### src/rtl/dfu_axi_pkg.sv
// dfu_axi_pkg: shared FSM states, AXI response codes and address helper for the DFU read bridge.
package dfu_axi_pkg;
  typedef enum logic [2:0] {IDLE, REQ, FILL, DRAIN, ERR} state_t;
  localparam logic [1:0] RESP_OKAY   = 2'b00;
  localparam logic [1:0] RESP_SLVERR = 2'b10;
  localparam logic [1:0] RESP_DECERR = 2'b11;
  function automatic int addr_lsb(input int data_w);
    return $clog2(data_w / 8);
  endfunction
endpackage

### src/rtl/rd_beat_fifo.sv
// rd_beat_fifo: synchronous beat FIFO with registered storage, count and flush.
module rd_beat_fifo #(
  parameter int DEPTH = 16,
  parameter int W     = 256
) (
  input  logic                     clk,
  input  logic                     rst,
  input  logic                     flush,
  input  logic                     push,
  input  logic                     pop,
  input  logic [W-1:0]             din,
  output logic [W-1:0]             dout,
  output logic                     full,
  output logic                     empty,
  output logic [$clog2(DEPTH):0]   count
);
  localparam int AW = $clog2(DEPTH);
  logic [W-1:0]  mem [DEPTH];
  logic [AW-1:0] wp, rp;
  logic          wr, rd;
  assign full  = count == (AW+1)'(DEPTH);
  assign empty = count == '0;
  assign wr    = push && !full;
  assign rd    = pop && !empty;
  assign dout  = mem[rp];
  always_ff @(posedge clk)
    if (wr) mem[wp] <= din;
  always_ff @(posedge clk)
    if (rst || flush) begin
      wp    <= '0;
      rp    <= '0;
      count <= '0;
    end else begin
      wp    <= wr ? wp + AW'(1) : wp;
      rp    <= rd ? rp + AW'(1) : rp;
      count <= count + (AW+1)'(wr) - (AW+1)'(rd);
    end
endmodule

### src/rtl/dfu_axi_rd_bridge.sv
// dfu_axi_rd_bridge: AXI4 read slave that turns each burst into one DFU read request
// and replays the buffered DFU beat stream on the R channel.
module dfu_axi_rd_bridge
  import dfu_axi_pkg::*;
#(
  parameter int SRAM_ADDR_W     = 8,
  parameter int AXI_ADDR_W      = 32,
  parameter int AXI_RDATA_WIDTH = 256,
  parameter int AXI_ID_W        = 4,
  parameter int ROW             = 8,
  parameter int FIFO_DEPTH      = 16,
  parameter int TIMEOUT         = 64
) (
  input  logic                       clk,
  input  logic                       rst,
  input  logic [AXI_ID_W-1:0]        s_axi_arid,
  input  logic [AXI_ADDR_W-1:0]      s_axi_araddr,
  input  logic [7:0]                 s_axi_arlen,
  input  logic                       s_axi_arvalid,
  output logic                       s_axi_arready,
  output logic [AXI_ID_W-1:0]        s_axi_rid,
  output logic [AXI_RDATA_WIDTH-1:0] s_axi_rdata,
  output logic [1:0]                 s_axi_rresp,
  output logic                       s_axi_rlast,
  output logic                       s_axi_rvalid,
  input  logic                       s_axi_rready,
  output logic [SRAM_ADDR_W-1:0]     ar2dfu_axi_addr,
  output logic                       ar2dfu_axi_addr_vld,
  input  logic [AXI_RDATA_WIDTH-1:0] dfu2ar_axi_data_out,
  input  logic                       dfu2ar_axi_data_out_vld,
  input  logic                       dfu2ar_axi_rd_last,
  input  logic                       ack_sram_c_rd,
  output logic                       bridge_err
);
  localparam int LSB = addr_lsb(AXI_RDATA_WIDTH);
  localparam int CW  = $clog2(ROW + 1);
  localparam int TW  = $clog2(TIMEOUT + 1);
  localparam int FW  = $clog2(FIFO_DEPTH);
  localparam logic [7:0] LAST = 8'(ROW - 1);
  state_t                     state;
  logic [AXI_ID_W-1:0]        id_q;
  logic [7:0]                 len_q, out_cnt;
  logic [SRAM_ADDR_W-1:0]     addr_q;
  logic [1:0]                 resp_q;
  logic [CW-1:0]              in_cnt;
  logic [TW-1:0]              tmo;
  logic                       vld_q, err_q;
  logic                       push, pop, hs, full, empty;
  logic [FW:0]                count;
  logic [AXI_RDATA_WIDTH-1:0] dout;
  logic                       unused_ack;
  assign unused_ack          = ack_sram_c_rd;
  assign push                = dfu2ar_axi_data_out_vld && (state == REQ || state == FILL);
  assign pop                 = s_axi_rready && !empty && state != ERR;
  assign hs                  = s_axi_rvalid && s_axi_rready;
  assign s_axi_arready       = state == IDLE && !rst;
  assign s_axi_rvalid        = state == ERR || count != '0;
  assign s_axi_rlast         = s_axi_rvalid && out_cnt == ((state == ERR) ? len_q : LAST);
  assign s_axi_rresp         = (state == ERR) ? resp_q : RESP_OKAY;
  assign s_axi_rdata         = (state == ERR || empty) ? '0 : dout;
  assign s_axi_rid           = id_q;
  assign ar2dfu_axi_addr     = addr_q;
  assign ar2dfu_axi_addr_vld = vld_q;
  assign bridge_err          = err_q;
  rd_beat_fifo #(.DEPTH(FIFO_DEPTH), .W(AXI_RDATA_WIDTH)) u_fifo (
    .clk   (clk),
    .rst   (rst),
    .flush (state == ERR),
    .push  (push),
    .pop   (pop),
    .din   (dfu2ar_axi_data_out),
    .dout  (dout),
    .full  (full),
    .empty (empty),
    .count (count)
  );
  always_ff @(posedge clk)
    if (rst) begin
      state   <= IDLE;
      id_q    <= '0;
      len_q   <= '0;
      addr_q  <= '0;
      resp_q  <= RESP_OKAY;
      in_cnt  <= '0;
      out_cnt <= '0;
      tmo     <= '0;
      vld_q   <= 1'b0;
      err_q   <= 1'b0;
    end else begin
      // stray beats, overflow and a misplaced DFU last all latch the sticky error
      if (dfu2ar_axi_data_out_vld && (state == IDLE || state == DRAIN)) err_q <= 1'b1;
      if (push && (full || (dfu2ar_axi_rd_last && in_cnt != CW'(ROW - 1)))) err_q <= 1'b1;
      if (hs) out_cnt <= s_axi_rlast ? '0 : out_cnt + 8'd1;
      case (state)
        IDLE: if (s_axi_arvalid) begin
          id_q   <= s_axi_arid;
          len_q  <= s_axi_arlen;
          addr_q <= s_axi_araddr[LSB +: SRAM_ADDR_W];
          in_cnt <= '0;
          tmo    <= '0;
          if ((s_axi_araddr >> (LSB + SRAM_ADDR_W)) != '0) begin
            state  <= ERR;
            resp_q <= RESP_DECERR;
          end else if (s_axi_arlen != LAST) begin
            state  <= ERR;
            resp_q <= RESP_SLVERR;
          end else begin
            state  <= REQ;
            resp_q <= RESP_OKAY;
            vld_q  <= 1'b1;
          end
        end
        REQ: if (dfu2ar_axi_data_out_vld) begin
          vld_q  <= 1'b0;
          in_cnt <= CW'(1);
          state  <= (ROW == 1) ? DRAIN : FILL;
        end else if (tmo == TW'(TIMEOUT - 1)) begin
          vld_q  <= 1'b0;
          resp_q <= RESP_SLVERR;
          err_q  <= 1'b1;
          state  <= ERR;
        end else tmo <= tmo + TW'(1);
        FILL: if (dfu2ar_axi_data_out_vld) begin
          in_cnt <= in_cnt + CW'(1);
          if (in_cnt == CW'(ROW - 1)) state <= DRAIN;
        end
        DRAIN, ERR: if (hs && s_axi_rlast) state <= IDLE;
        default: state <= IDLE;
      endcase
    end
endmodule

### config.mk
export PLATFORM = sky130hd
export DESIGN_NAME = dfu_axi_rd_bridge
export DESIGN_NICKNAME = d
export VERILOG_FILES = /design/src/rtl/dfu_axi_pkg.sv /design/src/rtl/rd_beat_fifo.sv /design/src/rtl/dfu_axi_rd_bridge.sv
export SDC_FILE = /design/constraint.sdc
export NUM_CORES = 2
export LEC_CHECK = 0
export CORE_ASPECT_RATIO = 1.4
export CORE_UTILIZATION = 55
export DETAILED_ROUTE_END_ITERATION = 16
export GPL_ROUTABILITY_DRIVEN = 0
export PLACE_DENSITY_LB_ADDON = 0.3
export SYNTH_ARGS = -nofsm -noshare
export SYNTH_HDL_FRONTEND = slang
export SYNTH_HIERARCHICAL = 1
export SYNTH_SLANG_ARGS = --single-unit
### constraint.sdc
create_clock -name clk -period 25.9 [get_ports clk]
set_input_delay 5.18 -clock clk [delete_from_list [all_inputs] [get_ports clk]]
set_output_delay 5.18 -clock clk [all_outputs]
set_load 0.02 [all_outputs]
After elaboration in Yosys (flattened, before gate mapping). Memories as Yosys holds them, arrays and structs flattened. A register that Yosys moved wholly into a read port is not among the register bits. Index checks and enable logic that the tools add are counted.

Add/sub/neg operators: 7. Eq/ne operators: 22. Multiplexer cells: 42. Reduce and logical (&&, ||, !) cells: 34.

Operator list (count): 256-bit 2-to-1 mux (1); 32-bit nonzero test (1); 3-bit 2-to-1 mux (8); 7-bit 2-to-1 mux (3); 4-bit 2-to-1 mux (5); 8-bit 2-to-1 mux (2); 2-bit inequality test, second input constant (8); 7-bit one-hot mux with 2 select lines (1); 4-bit by 1-bit adder with 4-bit output, second input constant (3); 1-bit logical AND (12); 1-bit 2-to-1 mux (12); 2-bit 2-to-1 mux (6); 3-bit one-hot mux with 4 select lines (1); 4-bit one-hot mux with 3 select lines (1); 4-bit AND reduction (3); 5-bit AND reduction (2); 8-bit by 1-bit adder with 8-bit output, second input constant (1); 8-bit equality test (1); 8-bit by 3-bit inequality test with 1-bit output, second input constant (1); 7-bit by 1-bit adder with 7-bit output, second input constant (1); 7-bit by 6-bit equality test with 1-bit output, second input constant (1); 3-bit by 2-bit equality test with 1-bit output, second input constant (2); 1-bit logical OR (6); 5-bit by 1-bit adder with 5-bit output (1); 19 further kinds (22).

Bits in registers: 59. Bits in writable memories: 4096. Input port bits: 307. Output and inout port bits: 275. Word-level logic and storage cells: 119. Memories: 1.

Memory list: u_fifo.mem (depth 16, bits a word 256, read ports 1, clocked after Yosys merged registers in 1, write ports 1, RTL line rd_beat_fifo.sv:18) `logic [W-1:0] mem [DEPTH];`.

Depth between registers and ports, before layout.
Depth after elaboration: 8. Depth in mapped cells: 18.

By module. Netlist, hierarchy kept.

Modules (own cells, without submodules): rd_beat_fifo (times used 1, cells an instance 6414, area each 153582.3 µm², sequential area each 123338.3 µm²); dfu_axi_rd_bridge (times used 1, cells an instance 581, area each 4081.4 µm², sequential area each 920.9 µm²).

Least setup slack after synthesis. No wires, ideal clock.

Path type: input to register. Start point: input port dfu2ar_axi_data_out_vld. End point: memory u_fifo.mem[0][0] (enable). Library setup time: 1186 ps. Arrival time: 23459 ps. Slack: 1255 ps. Cell stages on the path: 6. Path buffers: 2. Cell sequence: clkbuf_1 nor3b_1 and2_1 clkbuf_1 nand2_1 nor3_1.

Word-level cells in the longest chain between the ends: 4.

RTL lines: start: declaration (RTL line dfu_axi_rd_bridge.sv:30) `input logic dfu2ar_axi_data_out_vld,`; 1-bit logical AND (RTL line dfu_axi_rd_bridge.sv:53) `assign push = dfu2ar_axi_data_out_vld && (state == REQ || state == FILL);`; net push (RTL line dfu_axi_rd_bridge.sv:48) `logic push, pop, hs, full, empty;`; 1-bit logical AND (RTL line rd_beat_fifo.sv:23) `assign wr = push && !full;`; 1-bit 2-to-1 mux (RTL line rd_beat_fifo.sv:27) `if (wr) mem[wp] <= din;`; 1-bit 2-to-1 mux (not written as such) (RTL line rd_beat_fifo.sv:27); end: declaration (RTL line rd_beat_fifo.sv:18).

The timed path passes the listed nets, and every way through them passes these cells.

==> metrics list <==
* Outcome: finished, final reports clean
- Setup repair after global routing left no endpoint under its margin.
- In the final layout, the share of cells above drive strength 1 is 21.47%.
* Final net count: 8,023
- The region available for standard cell placement spans 285,100 um^2.
* Number of sinks driven by the clock tree: 4,159
- Synth warn: 6
* Global-route congestion overflow total: 0
* Number of antenna violations at the first check in global routing: 95
- Measured along the y axis, the die boundary spans 635.5 um.
- Max Cap Viol: 0
- Number of distinct library cells after synthesis: 61
* Instance area at placement: 167,600 um^2
- Antenna viol nets, final: 0
* Top flip-flop cell by instance count after synthesis: sky130_fd_sc_hd__edfxtp_1
- Wire length reported by the detailed router: 374.0 mm
- Total setup violations reported at the end of the flow: 0
- Counting flops and latches in the post-synthesis netlist gives 4,159.
- The initialized floorplan defines 232 standard-cell rows.
* Sequential standard cell area: 124,300 um^2
- The max-slew violation total from the final report was 0.
- The die covers 288,800 um^2.
* Root Buffer: sky130_fd_sc_hd__clkbuf_16
- For this configuration, the core starts out at a cell density of 55.31%.
* Number of cells in the finished layout apart from fillers: 11,770
- After detailed routing, the number of remaining DRC violations is 0.
* Cell taking the most area after synthesis: sky130_fd_sc_hd__edfxtp_1
- For this block, the initial DRC count from the detailed router was 7,952.
- For this design, the CTS-stage hold fixing added 0 buffers.
- Clock skew on the completed layout was measured at 53.59 ps.
- For the worst-skew pair, the clock arrives at the later sink with an insertion delay of 930 ps.
- Total of cells resized after clock tree synthesis: 0
- Count of buffers from port buffering: 575
- GR Util All Layers: 25.91%
* H-tree level count: 5
- TritonRoute pass-1 iters: 7
- Summed over all nets, wire length on met3 after detailed routing comes to 33.61 mm.
* CTS clock-pin slew for the worst setup and hold paths: 60 ps
- STA classifies the critical path startpoint as a flop.
* Area of the multi-input gates: 31,480 um^2
- Number of global-route vias before repair: 77,780
- For the final routed database, the setup TNS stands at 0 ps.
* Post-synth ARST share: 0%
- The longest clock path from root to sink contains 4 buffers.
- Final-layout fill cell count: 18,850
- Counting tap cells, the placed design contains a total of 11,060 instances.
- Global-route wire length before repair: 538.9 mm
* Area of all placed cells without fillers: 179,400 um^2
* Post-synthesis sequential area ratio: 78.81%
* Power per cell area: 71.87 nW/um^2
* Highest fanout seen on the critical path: 81
- Final period utilization: 47.02%
- Average cell area after synthesis: 22.54 um^2
- Dividing the detail-routed wire length by the instance count gives 31.77 um.
- Top layer used by detailed routing: met5
* EDFF count, synth: 4,096
* Hold WC Path Type: reg2reg
* Net count of the mapped netlist: 7,317
- Entering global routing, the biggest net connects 140 pins.
- Measured along the x axis, the die boundary spans 454.5 um.
- Final hold violations: 0
- The wire-length estimate of the detail-placed layout is 191.9 mm.
- For this block, the via count after detailed routing is 75,860.
- Setup fix buffers added after clock tree synthesis: 0
- At the worst endpoint, the required time is 20,720 ps.
- In the detailed route, the total length drawn on met2 is 187.5 mm.
* Boundary Pins: 582
* Slew Limit Headroom: 15.95%
- In this run the static leakage power is 0.05414 uW.
- Critical path start-end classification: reg2out
- Achievable clock frequency: 82.12 MHz
- Leading post-synthesis cells by cell area: sky130_fd_sc_hd__edfxtp_1, sky130_fd_sc_hd__mux4_2, sky130_fd_sc_hd__a22oi_1
- TritonCTS buffer count: 379
* Fin crit period: 12,180 ps
- Compared with the post-synthesis result, the final layout area differs by 13.80%.
- In this run the biggest area consumer among cell types represents 78.01% of the synthesized area.
- TritonCTS clock tree: built
* DRT met1 WL: 143.6 mm
* Nature of the critical path endpoint: output port
* Peak ir drop on the vdd network: 0.06187 mV
- Top cells by instance count after synthesis: sky130_fd_sc_hd__edfxtp_1, sky130_fd_sc_hd__mux4_2, sky130_fd_sc_hd__a22oi_1
* Most common cell in the synthesized netlist: sky130_fd_sc_hd__edfxtp_1
- Measured slew at the worst slew-check pin: 1261 ps
* Critical path data arrival time: 7000 ps
- Post-Syn Instances: 6,995
- After detailed routing, the number of vias per cell comes to 6.443.
- In this run the cell area of the synthesized design comes to 157,700 um^2.
## report_power, final
| part | internal [uW] | switching [uW] | total [uW] |
|---|---|---|---|
| registers | 7390 | 2.94 | 7390 |
| logic | 48.3 | 94.3 | 143 |
| clock network | 2970 | 2390 | 5360 |
## per-stage QoR
step	setup WS [ps]	hold slack [ps]	utilization, %	total power (uW)
6_report	13720	452.8	62.95	12890
3_5_place_dp	14150	441.3	58.80	7680
3_3_place_gp	14170	438.2	58.80	7667
5_1_grt	13100	476.6	62.93	13220
2_1_floorplan	1255	424.4	-	7552
4_1_cts	13430	449.7	62.92	12980
## path summary, 6_finish.rpt
check,start,end,slack (ps),cells after the start
worst max-delay path,flop,s_axi_rdata[239],13720,9
worst max register to register,state[1],u_fifo/mem[5][53],19920,8
worst min register to register,tmo[6],tmo[6],450,2
worst min-delay path,tmo[6],tmo[6],450,2
## metal layers
| layer | up-vias | track usage, % |
|---|---|---|
| met1 | 40760 | 35.59 |
| li1 | 30930 | - |
| met2 | 3510 | 42.51 |
| met4 | 74 | 6.764 |
| met3 | 589 | 5.548 |
| met5 | - | 0 |
## worst max-delay path: stages (launching register included)
cell and delay, ps:
sky130_fd_sc_hd__dfxtp_4 660, sky130_fd_sc_hd__buf_4 840, sky130_fd_sc_hd__buf_4 850, sky130_fd_sc_hd__buf_4 700, sky130_fd_sc_hd__buf_4 1020, sky130_fd_sc_hd__mux4_2 440
sky130_fd_sc_hd__a22oi_1 280, sky130_fd_sc_hd__nand2_1 200, sky130_fd_sc_hd__and2_1 180, sky130_fd_sc_hd__clkdlybuf4s50_1 600
## sequential cells by signal, indices dropped and copies added, names as in the netlist, named ones only
name	count
resp_q	2
u_fifo/wp	4
len_q	8
u_fifo/rp	4
out_cnt	8
u_fifo/mem	4096
state	3
in_cnt	4
bridge_err	1
s_axi_rid	4
ar2dfu_axi_addr	8
ar2dfu_axi_addr_vld	1
tmo	7
u_fifo/count	5
## final cells by class
class,instances,share of cell area [%]
Antenna cell,30,0.04184
Clock buffer,461,5.564
Clock inverter,218,0.9721
Inverter,25,0.05230
Multi-Input combinational cell,2414,17.55
Sequential cell,4159,69.26
Tap cell,3744,2.611
Timing Repair Buffer,722,3.952
## cells in the final DEF, fill, tap and decap left out, types with 13 or more instances in the layout
cell type	count
sky130_fd_sc_hd__a21oi_1	35
sky130_fd_sc_hd__a22oi_1	310
sky130_fd_sc_hd__and2_1	262
sky130_fd_sc_hd__buf_12	19
sky130_fd_sc_hd__buf_4	128
sky130_fd_sc_hd__bufinv_16	23
sky130_fd_sc_hd__clkbuf_1	73
sky130_fd_sc_hd__clkbuf_16	388
sky130_fd_sc_hd__clkdlybuf4s50_1	574
sky130_fd_sc_hd__clkinv_1	95
sky130_fd_sc_hd__clkinv_2	65
sky130_fd_sc_hd__dfxtp_1	59
sky130_fd_sc_hd__diode_2	30
sky130_fd_sc_hd__edfxtp_1	4096
sky130_fd_sc_hd__ha_1	14
sky130_fd_sc_hd__inv_1	25
sky130_fd_sc_hd__mux2i_1	48
sky130_fd_sc_hd__mux4_2	1006
sky130_fd_sc_hd__nand2_1	234
sky130_fd_sc_hd__nand4_1	15
sky130_fd_sc_hd__nor2_1	122
sky130_fd_sc_hd__nor2_4	15
sky130_fd_sc_hd__nor3_1	14
sky130_fd_sc_hd__o21ai_0	19
sky130_fd_sc_hd__o22ai_1	194
sky130_fd_sc_hd__xnor2_1	13
## logic make-up (layout without fill, tap and decap cells)
family / count (synthesis) / count (layout) / synth area share [%]
multiplexers: 1054 / 1054 / 14.68
adder cells (fa/ha/maj): 15 / 15 / 0.1238
flip-flops: 4159 / 4159 / 78.81
other: 0 / 30 / 0
AO/OA/AOI/OAI: 581 / 581 / 2.547
buffers and inverters: 422 / 1426 / 1.331
XOR/XNOR: 25 / 25 / 0.1389
AND/OR/NAND/NOR: 739 / 739 / 2.371
Note: power is estimated with default switching activity, not from simulation.
